### src/rtl/sfp_ctrl.sv
// Sequencer for a row of SFP accumulate/ReLU lanes: clears the lanes, pops num_acc psum
// vectors from the OFIFO into them, then writes the lane result out, num_out times per pass.
module sfp_ctrl #(
  parameter int col     = 8,
  parameter int psum_bw = 16,
  parameter int acc_bw  = 4,
  parameter int addr_bw = 11
) (
  input  logic                   clk,
  input  logic                   reset,
  input  logic                   start,
  input  logic [acc_bw-1:0]      num_acc,
  input  logic [addr_bw-1:0]     num_out,
  input  logic [addr_bw-1:0]     base_addr,
  input  logic                   ofifo_valid,
  input  logic [col*psum_bw-1:0] ofifo_data,
  output logic                   ofifo_rd,
  output logic                   sfp_reset,
  output logic                   sfp_acc,
  output logic [col*psum_bw-1:0] sfp_data_in,
  input  logic [col*psum_bw-1:0] sfp_data_out,
  output logic                   mem_wr,
  output logic [addr_bw-1:0]     mem_addr,
  output logic [col*psum_bw-1:0] mem_wdata,
  output logic                   busy,
  output logic                   done
);
  typedef enum logic [2:0] {IDLE, CLR, ACC, DRAIN, WB} state_t;

  localparam logic [acc_bw-1:0]  ACC_ONE = acc_bw'(1);
  localparam logic [addr_bw-1:0] OUT_ONE = addr_bw'(1);

  state_t               state_q, state_d;
  logic [acc_bw-1:0]    num_acc_q, num_acc_d, acc_cnt_q, acc_cnt_d;
  logic [addr_bw-1:0]   num_out_q, num_out_d, out_cnt_q, out_cnt_d;
  logic [addr_bw-1:0]   base_q, base_d;
  logic                 done_q, done_d;
  logic                 sfp_acc_q;
  logic [col*psum_bw-1:0] sfp_data_in_q;

  // Gated by reset so a mid-pass reset never consumes a FIFO word or commits a write.
  assign ofifo_rd    = !reset && (state_q == ACC) && ofifo_valid;
  assign mem_wr      = !reset && (state_q == WB);
  assign mem_addr    = base_q + out_cnt_q;
  assign mem_wdata   = sfp_data_out;
  assign sfp_reset   = reset || (state_q == CLR);
  assign sfp_acc     = sfp_acc_q;
  assign sfp_data_in = sfp_data_in_q;
  assign busy        = (state_q != IDLE);
  assign done        = done_q;

  always_comb begin
    state_d   = state_q;
    num_acc_d = num_acc_q;
    num_out_d = num_out_q;
    base_d    = base_q;
    acc_cnt_d = acc_cnt_q;
    out_cnt_d = out_cnt_q;
    done_d    = 1'b0;
    unique case (state_q)
      IDLE: begin
        if (start && (num_acc != '0) && (num_out != '0)) begin
          num_acc_d = num_acc;
          num_out_d = num_out;
          base_d    = base_addr;
          acc_cnt_d = '0;
          out_cnt_d = '0;
          state_d   = CLR;
        end
      end
      CLR: state_d = ACC;
      ACC: begin
        if (ofifo_rd) begin
          if (acc_cnt_q == num_acc_q - ACC_ONE) begin
            acc_cnt_d = '0;
            state_d   = DRAIN;
          end else begin
            acc_cnt_d = acc_cnt_q + ACC_ONE;
          end
        end
      end
      // last registered addend lands in the lanes during this cycle
      DRAIN: state_d = WB;
      WB: begin
        if (out_cnt_q == num_out_q - OUT_ONE) begin
          state_d = IDLE;
          done_d  = 1'b1;
        end else begin
          out_cnt_d = out_cnt_q + OUT_ONE;
          state_d   = CLR;
        end
      end
      default: state_d = IDLE;
    endcase
  end

  always_ff @(posedge clk) begin
    if (reset) begin
      state_q       <= IDLE;
      num_acc_q     <= '0;
      num_out_q     <= '0;
      base_q        <= '0;
      acc_cnt_q     <= '0;
      out_cnt_q     <= '0;
      done_q        <= 1'b0;
      sfp_acc_q     <= 1'b0;
      sfp_data_in_q <= '0;
    end else begin
      state_q   <= state_d;
      num_acc_q <= num_acc_d;
      num_out_q <= num_out_d;
      base_q    <= base_d;
      acc_cnt_q <= acc_cnt_d;
      out_cnt_q <= out_cnt_d;
      done_q    <= done_d;
      sfp_acc_q <= ofifo_rd;
      if (ofifo_rd) sfp_data_in_q <= ofifo_data;
    end
  end
endmodule

### config.mk
export PLATFORM = sky130hd
export DESIGN_NAME = sfp_ctrl
export DESIGN_NICKNAME = d
export VERILOG_FILES = /design/src/rtl/sfp_ctrl.sv
export SDC_FILE = /design/constraint.sdc
export NUM_CORES = 1
export LEC_CHECK = 0
export ABC_AREA = 1
export CORE_AREA = 8 8 210 212
export CTS_CLUSTER_DIAMETER = 40
export DETAILED_ROUTE_END_ITERATION = 10
export DIE_AREA = 0 0 218 220
export PLACE_DENSITY_LB_ADDON = 0.15
export SLEW_MARGIN = 20
export SYNTH_ARGS = -nofsm -noshare
export SYNTH_HDL_FRONTEND = slang
export SYNTH_SLANG_ARGS = --single-unit
### constraint.sdc
create_clock -name clk -period 1.85 [get_ports clk]
set_input_delay 0.2775 -clock clk [delete_from_list [all_inputs] [get_ports clk]]
set_output_delay 0.2775 -clock clk [all_outputs]
set_load 0.01 [all_outputs]
# Word level (Yosys, flattened, before mapping)
# Index checks and enable logic that the tools add are counted.
[word_totals]
reg_bits = 174
in_bits = 286
wordCells = 56
[op_classes]
addsub = 5
n_eq_ne = 10
n_mux = 13
bitwise_logic = 1
reduce_logical = 18
[op_table]
columns = ["op", "n"]
rows = [
  ["$mux 11", 2],
  ["$pmux 11 s2", 1],
  ["$pmux 3 s5", 1],
  ["$mux 4", 3],
  ["$add 11x1->11 const B", 1],
  ["$add 11x11->11", 1],
  ["$eq 11x11->1", 1],
  ["$reduce_bool 11->1", 1],
  ["$sub 11x1->11 const B", 1],
  ["$mux 3", 3],
  ["$reduce_and 3->1", 3],
  ["$pmux 4 s2", 1],
  ["$eq 3x2->1 const B", 2],
  ["$ne 2x2->1 const B", 3],
  ["$logic_and 1x1->1", 5],
  ["$add 4x1->4 const B", 1],
  ["$eq 4x4->1", 1],
  ["$reduce_bool 2->1", 2],
  ["$reduce_bool 4->1", 1],
  ["$sub 4x1->4 const B", 1],
  ["$eq 3x1->1 const B", 1],
  ["$eq 3x3->1 const B", 1],
  ["$logic_not 3->1", 1],
  ["$reduce_bool 3->1", 1],
  ["other kinds (7)", 8],
]

# Depth between registers and ports, before layout
[depth]
ltp_word = 5
depth_mapped = 16

# Worst setup path after synthesis
# No wires, ideal clock.
[synth_path]
path_kind = "register to output"
from = "reg out_cnt_q[0]"
to = "out mem_addr[8]"
arrival_ns = 1.733
required_time_ns = 1.572
setup_slack_ns = -0.161
path_stages_with_launch = 11
n_path_buf = 0
path_cell_list = "dfxtp_1 -> ha_1 -> inv_1 -> fa_1 -> inv_1 -> a21oi_1 -> nor2_1 -> nor2_1 -> nor2_1 -> nor2_1 -> xnor2_1"
[synth_between]
elab_chain_cells = 1
[synth_lines]
columns = ["item", "line", "rtl"]
rows = [
  ["start: declaration", "35", "logic [addr_bw-1:0] num_out_q, num_out_d, out_cnt_q, out_cnt_d;"],
  ["start signal: assignment", "114", "out_cnt_q <= out_cnt_d;"],
  ["$add 11x11->11", "44", "assign mem_addr = base_q + out_cnt_q;"],
  ["end: declaration", "23", "output logic [addr_bw-1:0] mem_addr,"],
]
# Every way passes these cells.

# Worst setup path in the final report
[layout_path]
from = "reg base_q[4]"
to = "out mem_addr[7]"
[layout_between]
elab_chain_cells = 1
[layout_lines]
columns = ["item", "line", "rtl"]
rows = [
  ["start: declaration", "36", "logic [addr_bw-1:0] base_q, base_d;"],
  ["start signal: assignment", "112", "base_q <= base_d;"],
  ["$add 11x11->11", "44", ""],
]
# Every way passes these cells.

==> flow_metrics.tcl <==
set metrics [dict create \
    tightest_slew_ns 0.894 \
    clockBufferDepth 2 \
    post-route-min-period_ns 2.31 \
    grt_max_degree 71 \
    grt_pass1_vias 8223 \
    viasPerCell 4.11 \
    grt_pass1_wl_microns 48900 \
    antenna_found_initial 2 \
    synthDistinctLibCells 35 \
    root_buffer "clkbuf_16" \
    p_int_mw 8.94 \
    hp-class "input pin to flop" \
    ys_seq_area_share_pct 42.3 \
    yosysWarnings 0 \
    n_antenna_cell 0 \
    slew_headroom_pct 40.4 \
    power_mw 13.4 \
    rows 74 \
    swShare_pct 33.4 \
    die-area_sq_um 48000 \
    reg2reg_slack_ns -0.14 \
    ant_nets 0 \
    min_path_cells 2 \
    hpwl_microns 24600 \
    vias 7873 \
    grtUsageTotal_pct 13.3 \
    finalMaxSlewViolations 0 \
    nets 1671 \
    dr.pass1.iters 4 \
    gr-total-overflow 0 \
    critPathRequiredTime_ns 1.57 \
    cts_buffers 17 \
    cap_violations 0 \
    remaining_drc_errors 0 \
    syn-num-nets 1413 \
    cts_hold_buf 0 \
    arrival_ns 2.03 \
    clk_latency_ns 0.46 \
    fmaxAchievable_ghz 0.433 \
    cp-start-kind "flop" \
    finalInstanceArea_sq_um 12900 \
    cts.sinks 174 \
    layout_setup_ws_ns -0.461 \
    area_growth_pct 56.4 \
    skew_ns 0.0122 \
    cp_max_fo 4 \
    min_from "reset" \
    ff2ff_path_depth 13 \
    hold_end "num_out_q[10]$_SDFFE_PP0P_" \
    preCtsSetupSlack_ns -0.591 \
    syn_area_per_cell_sq_um 7.41 \
    syn-instance-count 1112 \
    r2r-start "num_out_q[0]$_SDFFE_PP0P_" \
    power_density_nw_per_um2 1040 \
    final.period_utilization_pct 125 \
    p_leak_nw 4.81 \
    p_seq_share_pct 34.3 \
    rsz0062_at_grt "yes" \
    r2r-end "out_cnt_q[6]$_SDFFE_PP0P_" \
    status "finished with violations" \
    worstSetupPathType "flop to output pin" \
    p_clk_share_pct 29.9 \
    portBuffers 302 \
    die_x_microns 218 \
    fp.dieH_microns 220 \
    drt_iter0_markers 246 \
    gp_congestion 0.779 \
    p_sw_mw 4.49 \
    syn-cell-area_sq_um 8240 \
    clk_pin_slew_ns 0.07 \
    p_comb_share_pct 35.8 \
    ir_drop_mv 0.602 \
    ys_ff_latch 174 \
    violations "setup timing" \
    endpoint_kind "output pin" \
    io_pins 559 \
    hold_viol 0 \
    cts_tree "done" \
    htreeDepth 4 \
    wire_per_inst_microns 17.1 \
    drt_wl_total_microns 32800 \
    setup_viol 21 \
    fp.coreArea_sq_um 40600 \
    dpl-instance-area_sq_um 11700 \
    drive_gt1_share_pct 20.5 \
    start_util_pct 20.3 \
]
per-stage QoR:
stage / instances / hold slack [ns] / setup TNS [ns] / util, %
after detailed placement: 1873 / 0.447 / -12.01 / 28.9
after floorplan: 1112 / 0.412 / -0.00166 / -
after CTS: 1911 / 0.0739 / -5.12 / 31.1
after global placement: 1873 / 0.443 / -12.16 / 28.9
after global routing: 1914 / 0.0881 / -6.55 / 31.8
final: 1914 / 0.122 / -3.95 / 31.8
cells in the mapped netlist:
library cell	number	area, sq um
xor2_1	22	193
fa_1	1	20.0
clkbuf_1	41	154
nand4_1	4	25.0
buf_4	129	968
nor3_1	10	50.1
ha_1	14	175
nor3b_1	2	15.0
xnor2_1	9	78.8
a21oi_1	144	721
nor3_2	1	10.0
or2_1	1	6.26
buf_2	11	55.1
nor2_1	112	420
nand3_2	2	20.0
nor2_4	3	33.8
nand3_1	32	160
dfxtp_1	174	3480
a31oi_1	1	6.26
nand2_2	4	25.0
a211oi_1	1	7.51
inv_1	37	139
inv_2	12	45.0
o211ai_1	1	7.51
o21a_1	1	7.51
buf_1	1	3.75
buf_6	1	11.3
o2111ai_1	3	26.3
nor2_2	4	25.0
o21ai_1	8	40.0
nand2_1	272	1020
a21boi_0	1	7.51
o21ai_0	46	230
nand3b_1	1	7.51
nor4_1	6	37.5
critical path: stages, from the launching register on:
cell	delay, ns
dfxtp_2	0.34
ha_4	0.27
a21oi_4	0.17
o21ai_4	0.08
a21oi_2	0.13
nor2_1	0.06
nor2_1	0.10
nor2_1	0.05
nor2_1	0.11
xor2_1	0.14
buf_2	0.14
layout by cell type, fill, tap and decap left out, types with 17 or more instances in the layout:
master / instances
xor2_1: 22
clkbuf_16: 17
inv_1: 32
buf_4: 104
a21oi_1: 129
nor2_1: 106
o21ai_0: 46
clkdlybuf4s50_1: 286
nand2_1: 257
dfxtp_1: 160
area by class of cell:
| class | instances | area [sq um] |
|---|---|---|
| tap | 532 | 666 |
| clock inverter | 14 | 205 |
| fill | 4416 | 27700 |
| inverter | 49 | 185 |
| sequential | 174 | 3510 |
| clock buffer | 17 | 425 |
| timing repair buffer | 422 | 4020 |
| multi-input combinational | 706 | 3880 |
kinds of logic (layout without fill, tap and decap cells):
group / count (synthesis) / count (layout) / synth area share (%)
flip-flops: 174 / 174 / 42.3
AND/OR/NAND/NOR: 454 / 454 / 22.5
adder cells (fa/ha/maj): 15 / 15 / 2.37
XOR/XNOR: 31 / 31 / 3.30
AO/OA/AOI/OAI: 206 / 206 / 12.8
buffers and inverters: 232 / 502 / 16.7
flip-flops by register name, indices dropped and copies added, names as in the netlist:
register	flops
out_cnt_q	11
num_acc_q	4
acc_cnt_q	4
num_out_q	11
sfp_acc	1
base_q	11
done	1
sfp_data_in	128
state_q	3
power by group through the flow:
stage          Clock, mW  Combinational [mW]  Sequential [mW]
6_report            4.01                4.81             4.61
5_1_grt             4.34                5.30             4.68
4_1_cts             4.21                4.71             4.60
3_3_place_gp           0                4.53             4.65
3_5_place_dp           0                4.50             4.66
2_1_floorplan          0                2.19             4.80
layer usage:
metal / vias up / routed length [microns] / track usage [%] / part of all wire, %
met1: 3581 / 12600 / 13.9 / 38
met3: 63 / 3760 / 7.98 / 11
met5: - / 21 / 0.520 / 0.064
met4: 4 / 677 / 4.21 / 2.1
li1: 3954 / - / - / -
met2: 271 / 15700 / 22.0 / 48
how the worst max path moves through the flow:
stage	startpoint	depth (start not counted)	endpoint	slack (ns)
3_3_place_gp	out_cnt_q[3]$_SDFFE_PP0P_	10	mem_addr[8]	-0.59
3_5_place_dp	out_cnt_q[3]$_SDFFE_PP0P_	10	mem_addr[8]	-0.59
6_report	base_q[4]$_SDFFE_PP0P_	10	mem_addr[7]	-0.46
5_1_grt	out_cnt_q[0]$_SDFFE_PP0P_	11	mem_addr[8]	-0.65
2_1_floorplan	out_cnt_q[3]$_SDFFE_PP0P_	9	mem_addr[8]	-0.002
4_1_cts	base_q[5]$_SDFFE_PP0P_	10	mem_addr[8]	-0.54
timing repair:
item	in CTS	in global routing
setup endpoints to repair	27	30
endpoints found under the hold margin	0	0
pin swaps	32	32
resized for setup	121	53
buffers inserted	7	8
cloned	1	0
Power figures use the tool's default switching activity.
